### src/rtl/mem_port_arbiter.sv
// Shares one external memory port between instruction fetch and load/store.
// Data requests win unless fetch has been passed over STARVE_LIMIT times in a row.
module mem_port_arbiter #(
  parameter int ADDRW        = 32,
  parameter int XLEN         = 32,
  parameter int MASKW        = 4,
  parameter int STARVE_LIMIT = 4
) (
  input  logic             clk_i,
  input  logic             rst_i,
  input  logic             imem_valid_i,
  input  logic [ADDRW-1:0] imem_addr_i,
  output logic             imem_ready_o,
  output logic             imem_rvalid_o,
  output logic [XLEN-1:0]  imem_rdata_o,
  input  logic             dmem_valid_i,
  input  logic [ADDRW-1:0] dmem_addr_i,
  input  logic [MASKW-1:0] dmem_mask_i,
  input  logic [XLEN-1:0]  dmem_wdata_i,
  input  logic             dmem_we_i,
  output logic             dmem_ready_o,
  output logic             dmem_rvalid_o,
  output logic [XLEN-1:0]  dmem_rdata_o,
  output logic             mem_valid_o,
  input  logic             mem_ready_i,
  output logic [ADDRW-1:0] mem_addr_o,
  output logic [MASKW-1:0] mem_mask_o,
  output logic [XLEN-1:0]  mem_wdata_o,
  output logic             mem_we_o,
  input  logic             mem_rvalid_i,
  input  logic [XLEN-1:0]  mem_rdata_i
);

  localparam int CNTW = $clog2(STARVE_LIMIT + 1);

  localparam logic [1:0] IDLE     = 2'd0;
  localparam logic [1:0] ISSUE    = 2'd1;
  localparam logic [1:0] WAIT_RSP = 2'd2;

  localparam logic OWNER_IMEM = 1'b0;
  localparam logic OWNER_DMEM = 1'b1;

  logic [1:0]       state;
  logic             owner;
  logic [ADDRW-1:0] addr;
  logic [MASKW-1:0] mask;
  logic [XLEN-1:0]  wdata;
  logic             we;
  logic [CNTW-1:0]  starve_cnt;

  logic idle;
  logic starved;
  logic grant_d;
  logic grant_i;
  logic rsp;

  // Everything is qualified by rst_i so all outputs read 0 during the reset cycle.
  always_comb begin
    idle    = rst_i && (state == IDLE);
    starved = imem_valid_i && (starve_cnt == CNTW'(STARVE_LIMIT));
    grant_d = idle && dmem_valid_i && !starved;
    grant_i = idle && imem_valid_i && !grant_d;
    rsp     = rst_i && (state == WAIT_RSP) && mem_rvalid_i;
  end

  always_ff @(posedge clk_i) begin
    if (!rst_i) begin
      state      <= IDLE;
      owner      <= OWNER_IMEM;
      addr       <= '0;
      mask       <= '0;
      wdata      <= '0;
      we         <= 1'b0;
      starve_cnt <= '0;
    end else begin
      case (state)
        IDLE: begin
          if (grant_d) begin
            owner <= OWNER_DMEM;
            addr  <= dmem_addr_i;
            mask  <= dmem_mask_i;
            wdata <= dmem_wdata_i;
            we    <= dmem_we_i;
            state <= ISSUE;
            if (!imem_valid_i) begin
              starve_cnt <= '0;
            end else if (starve_cnt != CNTW'(STARVE_LIMIT)) begin
              starve_cnt <= starve_cnt + CNTW'(1);
            end
          end else if (grant_i) begin
            owner      <= OWNER_IMEM;
            addr       <= imem_addr_i;
            mask       <= '1;
            wdata      <= '0;
            we         <= 1'b0;
            state      <= ISSUE;
            starve_cnt <= '0;
          end
        end
        ISSUE: begin
          if (mem_ready_i) begin
            state <= WAIT_RSP;
          end
        end
        WAIT_RSP: begin
          if (mem_rvalid_i) begin
            state <= IDLE;
          end
        end
        default: state <= IDLE;
      endcase
    end
  end

  always_comb begin
    imem_ready_o  = grant_i;
    dmem_ready_o  = grant_d;
    mem_valid_o   = rst_i && (state == ISSUE);
    mem_addr_o    = rst_i ? addr  : '0;
    mem_mask_o    = rst_i ? mask  : '0;
    mem_wdata_o   = rst_i ? wdata : '0;
    mem_we_o      = rst_i && we;
    imem_rvalid_o = rsp && (owner == OWNER_IMEM);
    dmem_rvalid_o = rsp && (owner == OWNER_DMEM);
    imem_rdata_o  = mem_rdata_i;
    dmem_rdata_o  = mem_rdata_i;
  end

endmodule

### config.mk
export PLATFORM = sky130hd
export DESIGN_NAME = mem_port_arbiter
export DESIGN_NICKNAME = d
export VERILOG_FILES = /design/src/rtl/mem_port_arbiter.sv
export SDC_FILE = /design/constraint.sdc
export NUM_CORES = 1
export LEC_CHECK = 0
export ABC_CLOCK_PERIOD_IN_PS = 1700
export BUFFER_PORTS_ARGS = -buffer_cell sky130_fd_sc_hd__buf_4
export CAP_MARGIN = 20
export CORE_AREA = 2 2 107 109
export DETAILED_ROUTE_END_ITERATION = 7
export DIE_AREA = 0 0 109 111
export GPL_TIMING_DRIVEN = 0
export PLACE_DENSITY = 0.75
export SETUP_SLACK_MARGIN = 0.05
export SLEW_MARGIN = 0
export SYNTH_ARGS = -nofsm -noshare
export SYNTH_HDL_FRONTEND = slang
export SYNTH_SLANG_ARGS = --single-unit
### constraint.sdc
create_clock -name clk_i -period 1.7 [get_ports clk_i]
set_input_delay 0.085 -clock clk_i [delete_from_list [all_inputs] [get_ports clk_i]]
set_output_delay 0.085 -clock clk_i [all_outputs]
set_load 0.005 [all_outputs]
; ---- Word level (Yosys, flattened, before mapping)
; Index checks and enable logic that the tools add are counted.
[totals]
reg_bits = 75
input_bits = 139
elab_cells = 57
[classes]
add_sub_neg = 1
n_eq_ne = 8
muxes = 21
n_bitwise = 1
reduce_logical = 19
[op_table]
columns = op, count
row1 = 32-bit 2-to-1 mux, 6
row2 = 1-bit logical AND, 12
row3 = 3-bit 2-to-1 mux, 4
row4 = 4-bit 2-to-1 mux, 3
row5 = 2-bit 2-to-1 mux, 4
row6 = 3-bit != test (second input constant), 2
row7 = 2-bit one-hot mux with 3 select lines, 1
row8 = 3-bit AND reduction, 2
row9 = 2-bit != test (second input constant), 2
row10 = 3-bit by 1-bit adder with 3-bit output (second input constant), 1
row11 = 3-bit == test (second input constant), 1
row12 = 1-bit 2-to-1 mux, 3
row13 = 3-bit by 2-bit != test with 1-bit output (second input constant), 1
row14 = 2-bit by 1-bit == test with 1-bit output (second input constant), 1
row15 = 2-bit == test (second input constant), 1
row16 = 1-bit zero test, 2
row17 = 2-bit zero test, 1
row18 = 2-bit AND reduction, 1
row19 = 2-bit nonzero test, 1
row20 = 1-bit inverter, 1

; ---- Logic depth before layout (Yosys ltp)
; Gate-level depths: netlist (run 1).
[logic_depth]
depth_word = 9
mapped_depth = 7
ltp_nobuf = 6

; ---- Worst setup path after synthesis (run 1)
; OpenSTA, ideal clock, no wires.
[synth_path]
kind = register to register
start = register starve_cnt[0]
end = register addr[17]
setup_time_ns = 0.119
t_arrival_ns = 1.379
required_ns = 1.581
setup_slack_ns = 0.203
path_stages_with_launch = 7
path_buffers = 1
path_cell_list = dfxtp_1 inv_1 ha_1 nand3_1 clkbuf_1 a32oi_1 o221a_1
[synth_between]
elab_chain_cells = 8
elab_cells_between_ends = 9
cone_classes = eq/ne (1) / mux (1) / reduce/logical (7)
[synth_lines]
columns = element, line_no
row1 = "start, declared", 49  ; logic [CNTW-1:0] starve_cnt;
row2 = "start signal, assigned", 88  ; starve_cnt <= starve_cnt + CNTW'(1);
row3 = 3-bit == test *, 60  ; starved = imem_valid_i && (starve_cnt == CNTW'(STARVE_LIMIT));
row4 = 1-bit logical AND *, 60
row5 = 1-bit zero test *, 61  ; grant_d = idle && dmem_valid_i && !starved;
row6 = 1-bit logical AND *, 61
row7 = 1-bit zero test, 62  ; grant_i = idle && imem_valid_i && !grant_d;
row8 = 1-bit logical AND, 62
row9 = 2-bit nonzero test (no line), --
row10 = 2-bit AND reduction (no line), --
row11 = "end signal, assigned", 80  ; addr <= dmem_addr_i;
row12 = "end signal, assigned", 92  ; addr <= imem_addr_i;
row13 = "end, declared", 45  ; logic [ADDRW-1:0] addr;
; Every way passes the cells marked *; elsewhere a longest branch is shown, timed or not.
; A chain may end at the register's enable or synchronous reset.

; ---- Final worst setup path (run 1)
[layout_path]
start = register starve_cnt[1]
end = output port imem_ready_o
[layout_between]
elab_chain_cells = 6
[layout_lines]
columns = element, line_no
row1 = 3-bit == test, 60
row2 = 1-bit logical AND, 60
row3 = 1-bit zero test, 61
row4 = 1-bit logical AND, 61
row5 = 1-bit zero test, 62
row6 = 1-bit logical AND, 62
row7 = "end, declared", 13  ; output logic imem_ready_o,
; Every way passes these cells.

==> results.toml, run 1 <==
[yosys]
synth_ff_type = "dfxtp_1"
syn-num-nets = 597
ys_seq_area_share_pct = 35.3
synth-seq-cells = 75
synth_top_area_share_pct = 35.3
async_flop_share_pct = 0
avgSynthCellArea_um2 = 9.33
ys_top_cells_by_count = "dfxtp_1, buf_4, and2_1"
netlist_area_um2 = 4260
synth_area_leaders = "dfxtp_1, buf_4, and2_1"
yosysMostFrequentCell = "dfxtp_1"
yosysWarnings = 0
synth_edf_count = 0
synth_cells = 456
synth_top_area_cell = "dfxtp_1"
ys_types = 39

[power]
ir_worst_vdd_mv = 0.462
pwr_density_cell_nw_per_um2 = 768
p_leak_nw = 3.45

[die]
die_h_um = 111
ioPinCount = 277
fp.dieW_um = 109
die-area_um2 = 12100
coreArea_um2 = 11100
num_rows = 39
start_util_pct = 38.4

[routing]
post-route-drc-count = 0
antenna_left = 0
num_vias = 4409
first_pass_iters = 4
wl_um = 13700
drt-vias-per-instance = 4.90
wl_per_cell_um = 15.3
drtIter0Drc = 207

[global_route]
grt_pass1_vias = 4438
grt_pass1_wl_um = 21100
overflow = 0
track_usage_pct = 22.0
antenna_found_initial = 0
grt_start_max_net_pins = 14

[cts]
cts_buffer_depth = 2
cts.sink_count = 75
cts-buffers-inserted = 9
root_buffer = "clkbuf_16"
h-tree-depth = 3
worst_skew_pair.late_latency_ns = 0.33
clkTransAtPathRegs_ns = 0.05
tritoncts = "yes"

[run_status]
status = "completed"

[placed_design]
port_buffers = 242
dpl.hpwl_um = 10000
post-place-ws_ns = -0.176
gp_congestion = 0.782

[cells_and_area]
diodes = 0
layout-drive-gt1-share_pct = 48.1
area_growth_pct = 64.7
nets = 892
num-fill-cells = 944

[sta]
finalSetupViolations = 0
fin_skew_ns = 0.00607
hold_viol = 0
fin_crit_sh_pct = 95.3
relSlewSlack_pct = 63.7
fin_tns_setup_ns = 0
rsz0062_at_grt = "true"
fmax_mhz = 617
worst_slew_pin_slew_ns = 0.545
fin_crit_ns = 1.62
drv_slew = 0
fin_ws_ns = 0.0800

[setup_path]
cp_top_family = "buffers and inverters"
crit_type = "reg2out"
path_cells = "inv_1 > ha_4 > a21bo_1 > buf_6 > and3_1 > buf_4"
crit_buf_inv = 3
required_ns = 1.62
crit_slowest_cell = "dfxtp_2"
setup.worst_path.start_class = "register"
end_kind = "primary output"
crit_cells = 6
cp.arrival_ns = 1.53
reg2regPathDepth = 6
max_stage_delay_ns = 0.32
crit_path_max_fanout = 6

[min_path]
worstHoldPathType = "in2reg"
hold-path-cell-count = 2

[job]
drv_cap = 0
==> state kept, by name, summed over array words and instances, names as in the netlist <==
name / flops
state: 2
mask: 4
owner: 1
we: 1
addr: 32
starve_cnt: 3
wdata: 32
==> logic make-up after synthesis <==
logic type      share of synthesized area (%)
fa+ha+maj                               0.588
buf+inv                                  21.7
compound gates                           24.4
xor+xnor                                0.206
simple gates                             17.9
flops                                    35.3
==> metal layers <==
metal  up-vias  track usage [%]  share of wire, %
met5         -                0                 0
met4         0             9.23               2.6
met1      2054             24.8                39
met3        35             4.47               7.1
li1       2122                -                 -
met2       198             39.3                52
==> final timing paths <==
check / start / end / slack [ns]
worst max-delay path: starve_cnt[1]$_SDFFE_PN0P_ / imem_ready_o / 0.08
worst min-delay path: dmem_mask_i[2] / mask[2]$_SDFFE_PN0P_ / 0.02
worst max register to register: starve_cnt[1]$_SDFFE_PN0P_ / addr[24]$_SDFFE_PN0P_ / 0.14
worst min register to register: mask[2]$_SDFFE_PN0P_ / mask[2]$_SDFFE_PN0P_ / 0.46
==> power by group <==
group | internal [mW] | leakage [nW] | switching (mW)
logic | 0.820 | 2.67 | 0.517
clock network | 1.32 | 0.155 | 0.738
registers | 1.93 | 0.622 | 0.0581
==> placed cells by master, fill, tap and decap left out, drive strengths merged, types with 6 or more instances in the layout <==
cell	count
buf	336
inv	41
nor2b	33
o221a	32
a22o	33
nand2	6
clkbuf	32
and2	65
dlygate4sd3	33
a32oi	32
dfxtp	75
==> cell type report <==
class	instances	area (um^2)	share of cell area (%)
multi-input cells	233	1860	26.5
inverters	41	159	2.27
clock inverters	6	88.8	1.27
repair buffers	285	2220	31.7
clock buffers	10	239	3.41
well taps	143	179	2.55
flip-flops and latches	75	1500	21.4
plain buffers	106	762	10.9
==> metrics by stage <==
stage	std cells	power (mW)	utilization, %	hold slack (ns)	instance area, um^2
final	899	5.38	63.3	0.0175	7010
after global routing	899	5.62	63.3	0.0315	7010
after CTS	895	5.39	62.9	0.0159	6960
after detailed placement	841	3.26	56.4	0.306	6250
after global placement	841	3.22	56.4	0.301	6250
after floorplan	456	2.66	-	0.218	4260
==> what timing repair did <==
action                                  CTS  global route
buffers inserted                          6             4
resized for setup                         6             8
hold endpoints to repair                 33             0
cloned                                    0             0
hold buffers                             33             0
endpoints found under the setup margin   61            39
pin swaps                                 2             2
Note: power is estimated with default switching activity, not from simulation.
==> run 2: changes to the inputs <==
--- a/config.mk
+++ b/config.mk
@@ -8,11 +8,12 @@
 export ABC_CLOCK_PERIOD_IN_PS = 1700
 export BUFFER_PORTS_ARGS = -buffer_cell sky130_fd_sc_hd__buf_4
 export CAP_MARGIN = 20
-export CORE_AREA = 2 2 107 109
+export CORE_ASPECT_RATIO = 1.2
+export CORE_MARGIN = 10
+export CORE_UTILIZATION = 43
 export DETAILED_ROUTE_END_ITERATION = 7
-export DIE_AREA = 0 0 109 111
 export GPL_TIMING_DRIVEN = 0
-export PLACE_DENSITY = 0.75
+export PLACE_DENSITY = 0.81
 export SETUP_SLACK_MARGIN = 0.05
 export SLEW_MARGIN = 0
 export SYNTH_ARGS = -nofsm -noshare
==> run 2 against run 1 <==
Compared with the run above:
- via count fell by 1.1%
- fmax barely moved
- sequential share of layout area barely moved
- worst setup slack got worse by 0.00070 ns
- first-iteration DRC count rose by 3.4%
- critical path depth did not move
- non-clock buffer count rose by 1
- sequential power barely moved
- flip-flop and latch count did not move
- clock-buffer cell count rose by 2
- global-route usage fell by 0.90 points
- register-to-register slack got worse by 0.04 ns
- critical endpoint is now dmem_ready_o
- largest power group is now sequential cells
==> results.toml, run 2 (synthesized netlist as in run 1, its figures left out) <==
[run_status]
status = "completed"

[cells_and_area]
reg.largest.list = "addr x32, wdata x32, mask x4"
num-fill-cells = 690
diodes = 0
layout-drive-gt1-share_pct = 48.9
nets = 893
area_growth_pct = 64.6
final_common_cell = "buf_4"
final_cell_mix = "buf_4, dfxtp_1, and2_1"

[setup_path]
reg2regPathDepth = 6
r2r-end = "addr[6]$_SDFFE_PN0P_"
cp.arrival_ns = 1.54
end_kind = "primary output"
crit_type = "reg2out"
regToRegStartpoint = "state[1]$_SDFFE_PN0P_"
setup.worst_path.start_class = "register"
rrSetupSlack_ns = 0.10
required_ns = 1.62
endpoint = "dmem_ready_o"
crit_path_max_fanout = 8
startpoint = "state[1]$_SDFFE_PN0P_"

[routing]
antenna_left = 0
wl_um = 16200
first_pass_iters = 5
wl_per_cell_um = 18.5
drtIter0Drc = 214
post-route-drc-count = 0
drt-vias-per-instance = 4.95
num_vias = 4360

[die]
die_h_um = 129
coreArea_um2 = 9610
start_util_pct = 44.3
num_rows = 39
die-area_um2 = 14300
ioPinCount = 277
fp.dieW_um = 111

[job]
drv_cap = 0

[sta]
fin_crit_sh_pct = 95.3
hold_viol = 0
rsz0062_at_grt = "true"
fmax_mhz = 617
fin_skew_ns = 0.00549
worst_slew_pin_slew_ns = 0.535
whs_ns = 0.0103
relSlewSlack_pct = 64.3
fin_tns_setup_ns = 0
finalSetupViolations = 0
drv_slew = 0
fin_crit_ns = 1.62

[power]
internal_power_mw = 4.01
p_switching_mw = 1.31
p_leak_nw = 3.46
p_comb_share_pct = 25.7
power_frac_seq_pct = 37.4
clkPwrFrac_pct = 36.9
ir_worst_vdd_mv = 0.422
pwr_density_cell_nw_per_um2 = 759
total_power_mw = 5.32
swShare_pct = 24.6

[cts]
root_buffer = "clkbuf_16"
tritoncts = "yes"
worst_skew_pair.late_latency_ns = 0.33
cts_buffer_depth = 2
cts.sink_count = 75
cts-buffers-inserted = 9
h-tree-depth = 3
clkTransAtPathRegs_ns = 0.06

[min_path]
worstHoldPathType = "in2reg"

[placed_design]
gp_congestion = 0.817
dpl.hpwl_um = 12500
port_buffers = 242

[global_route]
overflow = 0
grt_pass1_wl_um = 24800
track_usage_pct = 21.1
antenna_found_initial = 0
grt_pass1_vias = 4664
grt_start_max_net_pins = 16
==> run 2: stage by stage <==
step           setup WS, ns  instance area [um^2]  instances  util [%]
5_1_grt              0.0253                  7010        880      72.9
3_5_place_dp        -0.0726                  6230        821      64.8
2_1_floorplan         0.203                  4260        456         -
4_1_cts              0.0322                  6910        872      71.9
3_3_place_gp        -0.0593                  6230        821      64.8
6_report             0.0793                  7010        880      72.9
==> run 2: worst min-delay path by stage <==
stage                           from                      to  slack (ns)  cells after the start
CTS                 dmem_wdata_i[21]  wdata[21]$_SDFFE_PN0P_       0.005                      2
detailed placement   dmem_wdata_i[6]   wdata[6]$_SDFFE_PN0P_        0.30                      2
global route        dmem_wdata_i[21]  wdata[21]$_SDFFE_PN0P_       0.008                      2
global placement    dmem_wdata_i[11]  wdata[11]$_SDFFE_PN0P_        0.30                      2
floorplan            dmem_wdata_i[0]   wdata[0]$_SDFFE_PN0P_        0.22                      1
finish              dmem_wdata_i[21]  wdata[21]$_SDFFE_PN0P_        0.01                      2
==> run 2: cell type report <==
class / instances / area (um^2) / area share (%)
Timing Repair Buffer: 286 / 2240 / 32.0
Clock buffer: 12 / 267 / 3.80
Sequential cell: 75 / 1510 / 21.5
Buffer: 106 / 769 / 11.0
Inverter: 41 / 161 / 2.30
Tap cell: 123 / 154 / 2.20
Multi-Input combinational cell: 233 / 1860 / 26.6
Clock inverter: 4 / 47.5 / 0.679
==> run 2: power by group through the flow <==
| stage | registers, mW | logic, mW | clock network [mW] |
|---|---|---|---|
| floorplan | 2.00 | 0.657 | 0 |
| global placement | 2.02 | 1.24 | 0 |
| detailed placement | 2.02 | 1.26 | 0 |
| CTS | 1.99 | 1.34 | 1.99 |
| global route | 2.01 | 1.48 | 2.07 |
| finish | 1.99 | 1.36 | 1.96 |
==> run 2: timing repair <==
action,CTS,global route
hold buffers,32,0
gates cloned,0,0
buffers inserted,4,8
pin swaps,3,3
gates resized for setup,9,15
setup endpoints to repair,33,35
hold endpoints to repair,32,0
==> run 2: routing by layer <==
layer	up-vias	global-route usage, %	part of all wire (%)	wire, um
li1	2125	-	-	-
met1	2021	21.7	37	6060
met2	202	37.6	51	8250
met3	12	10.2	11	1780
met4	0	5.75	0.93	151
met5	-	0	0	0
==> run 2: critical path: stages, from the launching register on <==
cell     delay, ns
dfxtp_2       0.32
buf_6         0.13
nor3b_4       0.30
nand3_4       0.15
inv_8         0.10
buf_8         0.12
buf_6         0.09
==> run 3: changes to the inputs <==
==> config.mk (replaced) <==
export PLATFORM = sky130hd
export DESIGN_NAME = mem_port_arbiter
export DESIGN_NICKNAME = d
export VERILOG_FILES = /design/src/rtl/mem_port_arbiter.sv
export SDC_FILE = /design/constraint.sdc
export NUM_CORES = 1
export LEC_CHECK = 0
export ABC_CLOCK_PERIOD_IN_PS = 1450
export BUFFER_PORTS_ARGS = -buffer_cell sky130_fd_sc_hd__buf_4
export CAP_MARGIN = 20
export CORE_ASPECT_RATIO = 1.2
export CORE_MARGIN = 10
export CORE_UTILIZATION = 39
export DETAILED_ROUTE_END_ITERATION = 7
export GPL_TIMING_DRIVEN = 0
export PLACE_DENSITY = 0.78
export SETUP_SLACK_MARGIN = 0.05
export SYNTH_ARGS = -nofsm -noshare
export SYNTH_HDL_FRONTEND = slang
export SYNTH_SLANG_ARGS = --single-unit
==> constraint.sdc (replaced) <==
create_clock -name clk_i -period 1.45 [get_ports clk_i]
set_input_delay 0.0725 -clock clk_i [delete_from_list [all_inputs] [get_ports clk_i]]
set_output_delay 0.0725 -clock clk_i [all_outputs]
set_load 0.005 [all_outputs]
==> run 3 against run 2 <==
Compared with the run above:
- the flow now finishes with violations (negative setup slack)
- die area rose by 8.5%
- critical path depth fell by 1
- cell count rose by 4.3%
- combinational power rose by 41%
- worst setup slack got worse by 0.20 ns
- largest power group unchanged
- highest routed layer unchanged
==> results.toml, run 3 (synthesized netlist as in run 1, its figures left out) <==
[run_status]
status = "finished with violations"
violations = "negative setup slack"

[sta]
relSlewSlack_pct = 55.8
fmax_mhz = 637
fin_ws_ns = -0.121
fin_crit_ns = 1.57
whs_ns = 0.0254
rsz0062_at_grt = "true"
finalSetupViolations = 70
hold_viol = 0
worst_slew_pin_slew_ns = 0.662
fin_skew_ns = 0.00593
fin_crit_sh_pct = 108
drv_slew = 0

[die]
num_rows = 41
coreArea_um2 = 10600
fp.dieW_um = 115
die_h_um = 134
ioPinCount = 277
start_util_pct = 40.1
die-area_um2 = 15500

[routing]
wl_per_cell_um = 19.9
post-route-drc-count = 0
drt-vias-per-instance = 5.04
highest_layer = "met4"
met3WireLength_um = 2070
first_pass_iters = 4
met2WireLength_um = 9530
wl_um = 18200
num_vias = 4627
drtIter0Drc = 148
antenna_left = 0
met1Wirelength_um = 6160

[cts]
cts.sink_count = 75
worst_skew_pair.late_latency_ns = 0.33
tritoncts = "yes"
cts_buffer_depth = 2
clkTransAtPathRegs_ns = 0.06
cts-buffers-inserted = 9
root_buffer = "clkbuf_16"
h-tree-depth = 3

[setup_path]
crit_type = "reg2out"
cp.arrival_ns = 1.50
crit_slowest_cell = "dfxtp_2"
max_stage_delay_ns = 0.32
path_cells = "buf_6 > nor3b_4 > buf_6 > and3_4 > buf_6"
regToRegStartpoint = "starve_cnt[1]$_SDFFE_PN0P_"
crit_path_max_fanout = 7
setup.worst_path.start_class = "register"
required_ns = 1.38
end_kind = "primary output"
crit_buf_inv = 3
cp_top_family = "simple AND/OR/NAND/NOR gates"
startpoint = "state[1]$_SDFFE_PN0P_"
cpMostUsedCell = "buf_6"

[cells_and_area]
final_common_cell = "buf_4"
layout-drive-gt1-share_pct = 54.5
reg.largest.list = "addr x32, wdata x32, mask x4"
diodes = 0
final_cell_mix = "buf_4, dfxtp_1, and2_1"
num-fill-cells = 767
area_growth_pct = 81.6
nets = 925

[placed_design]
gp_congestion = 0.787
post-place-ws_ns = -0.243
dpl.hpwl_um = 12700
port_buffers = 242

[power]
ir_worst_vdd_mv = 0.653
pwr_density_cell_nw_per_um2 = 805
p_leak_nw = 3.72

[global_route]
track_usage_pct = 21.9
grt_pass1_wl_um = 26900
grt_pass1_vias = 5146
antenna_found_initial = 0
overflow = 0
grt_start_max_net_pins = 12

[job]
drv_cap = 0

[min_path]
min-delay-start = "mem_rvalid_i"
worstHoldPathType = "in2reg"
## run 3: changes by cell type in the layout (fill, tap and decap cells not counted), moves of 5 or more
cell           change
a32oi_2           +21
a32oi_1           -22
buf_6              +6
dlygate4sd3_1      +5
buf_8             +10
## run 3: path summary, 6_finish.rpt
check                                             end  slack, ns  cells after the start
worst min-delay path            state[1]$_SDFFE_PN0P_       0.03                      3
worst max register to register   addr[7]$_SDFFE_PN0P_      -0.12                      7
worst max-delay path                     imem_ready_o      -0.12                      5
worst min register to register   mask[3]$_SDFFE_PN0P_       0.48                      2
## run 3: repair_timing
action | in CTS | in global routing
buffers inserted | 23 | 9
gates cloned | 8 | 3
resized for setup | 62 | 42
pin swaps | 60 | 53
hold endpoints to repair | 35 | 2
hold buffers | 35 | 2
setup endpoints to repair | 94 | 76
## run 3: layer usage
| layer | up-vias | global-route usage [%] |
|---|---|---|
| li1 | 2200 | - |
| met4 | 0 | 9.10 |
| met5 | - | 0 |
| met3 | 32 | 10.4 |
| met1 | 2184 | 20.5 |
| met2 | 211 | 39.7 |
## run 3: worst reg2reg max path, stage by stage, from the launching register on
cell and delay (ns):
dfxtp_2 0.33, inv_2 0.05, ha_4 0.16, a21bo_4 0.21, buf_4 0.18, buf_8 0.16
a32oi_2 0.23, o221a_1 0.20
## run 3: layout make-up
type	count	area, um^2	area share [%]
Timing Repair Buffer	320	2720	35.2
Multi-Input combinational cell	233	2090	27.1
Sequential cell	75	1510	19.5
Buffer	104	830	10.7
Clock buffer	13	240	3.11
Tap cell	129	161	2.09
Inverter	41	159	2.06
Clock inverter	3	15.0	0.194
## run 3: power by group
group          switching, mW  total (mW)  leakage [nW]  internal (mW)
clock                  0.815        1.97         0.127           1.15
sequential            0.0766        2.34         0.623           2.26
combinational          0.731        1.92          2.97           1.19
total                   1.62        6.22          3.72           4.60
## run 3: per-stage QoR
stage | power [mW] | TNS [ns] | utilization, % | area, um^2 | std cells
2_1_floorplan | 3.12 | 0 | - | 4260 | 456
3_3_place_gp | 3.81 | -11.22 | 58.8 | 6240 | 827
3_5_place_dp | 3.85 | -12.23 | 58.8 | 6240 | 827
4_1_cts | 6.12 | -5.86 | 70.1 | 7440 | 908
5_1_grt | 6.49 | -7.23 | 72.8 | 7730 | 918
6_report | 6.22 | -4.67 | 72.8 | 7730 | 918
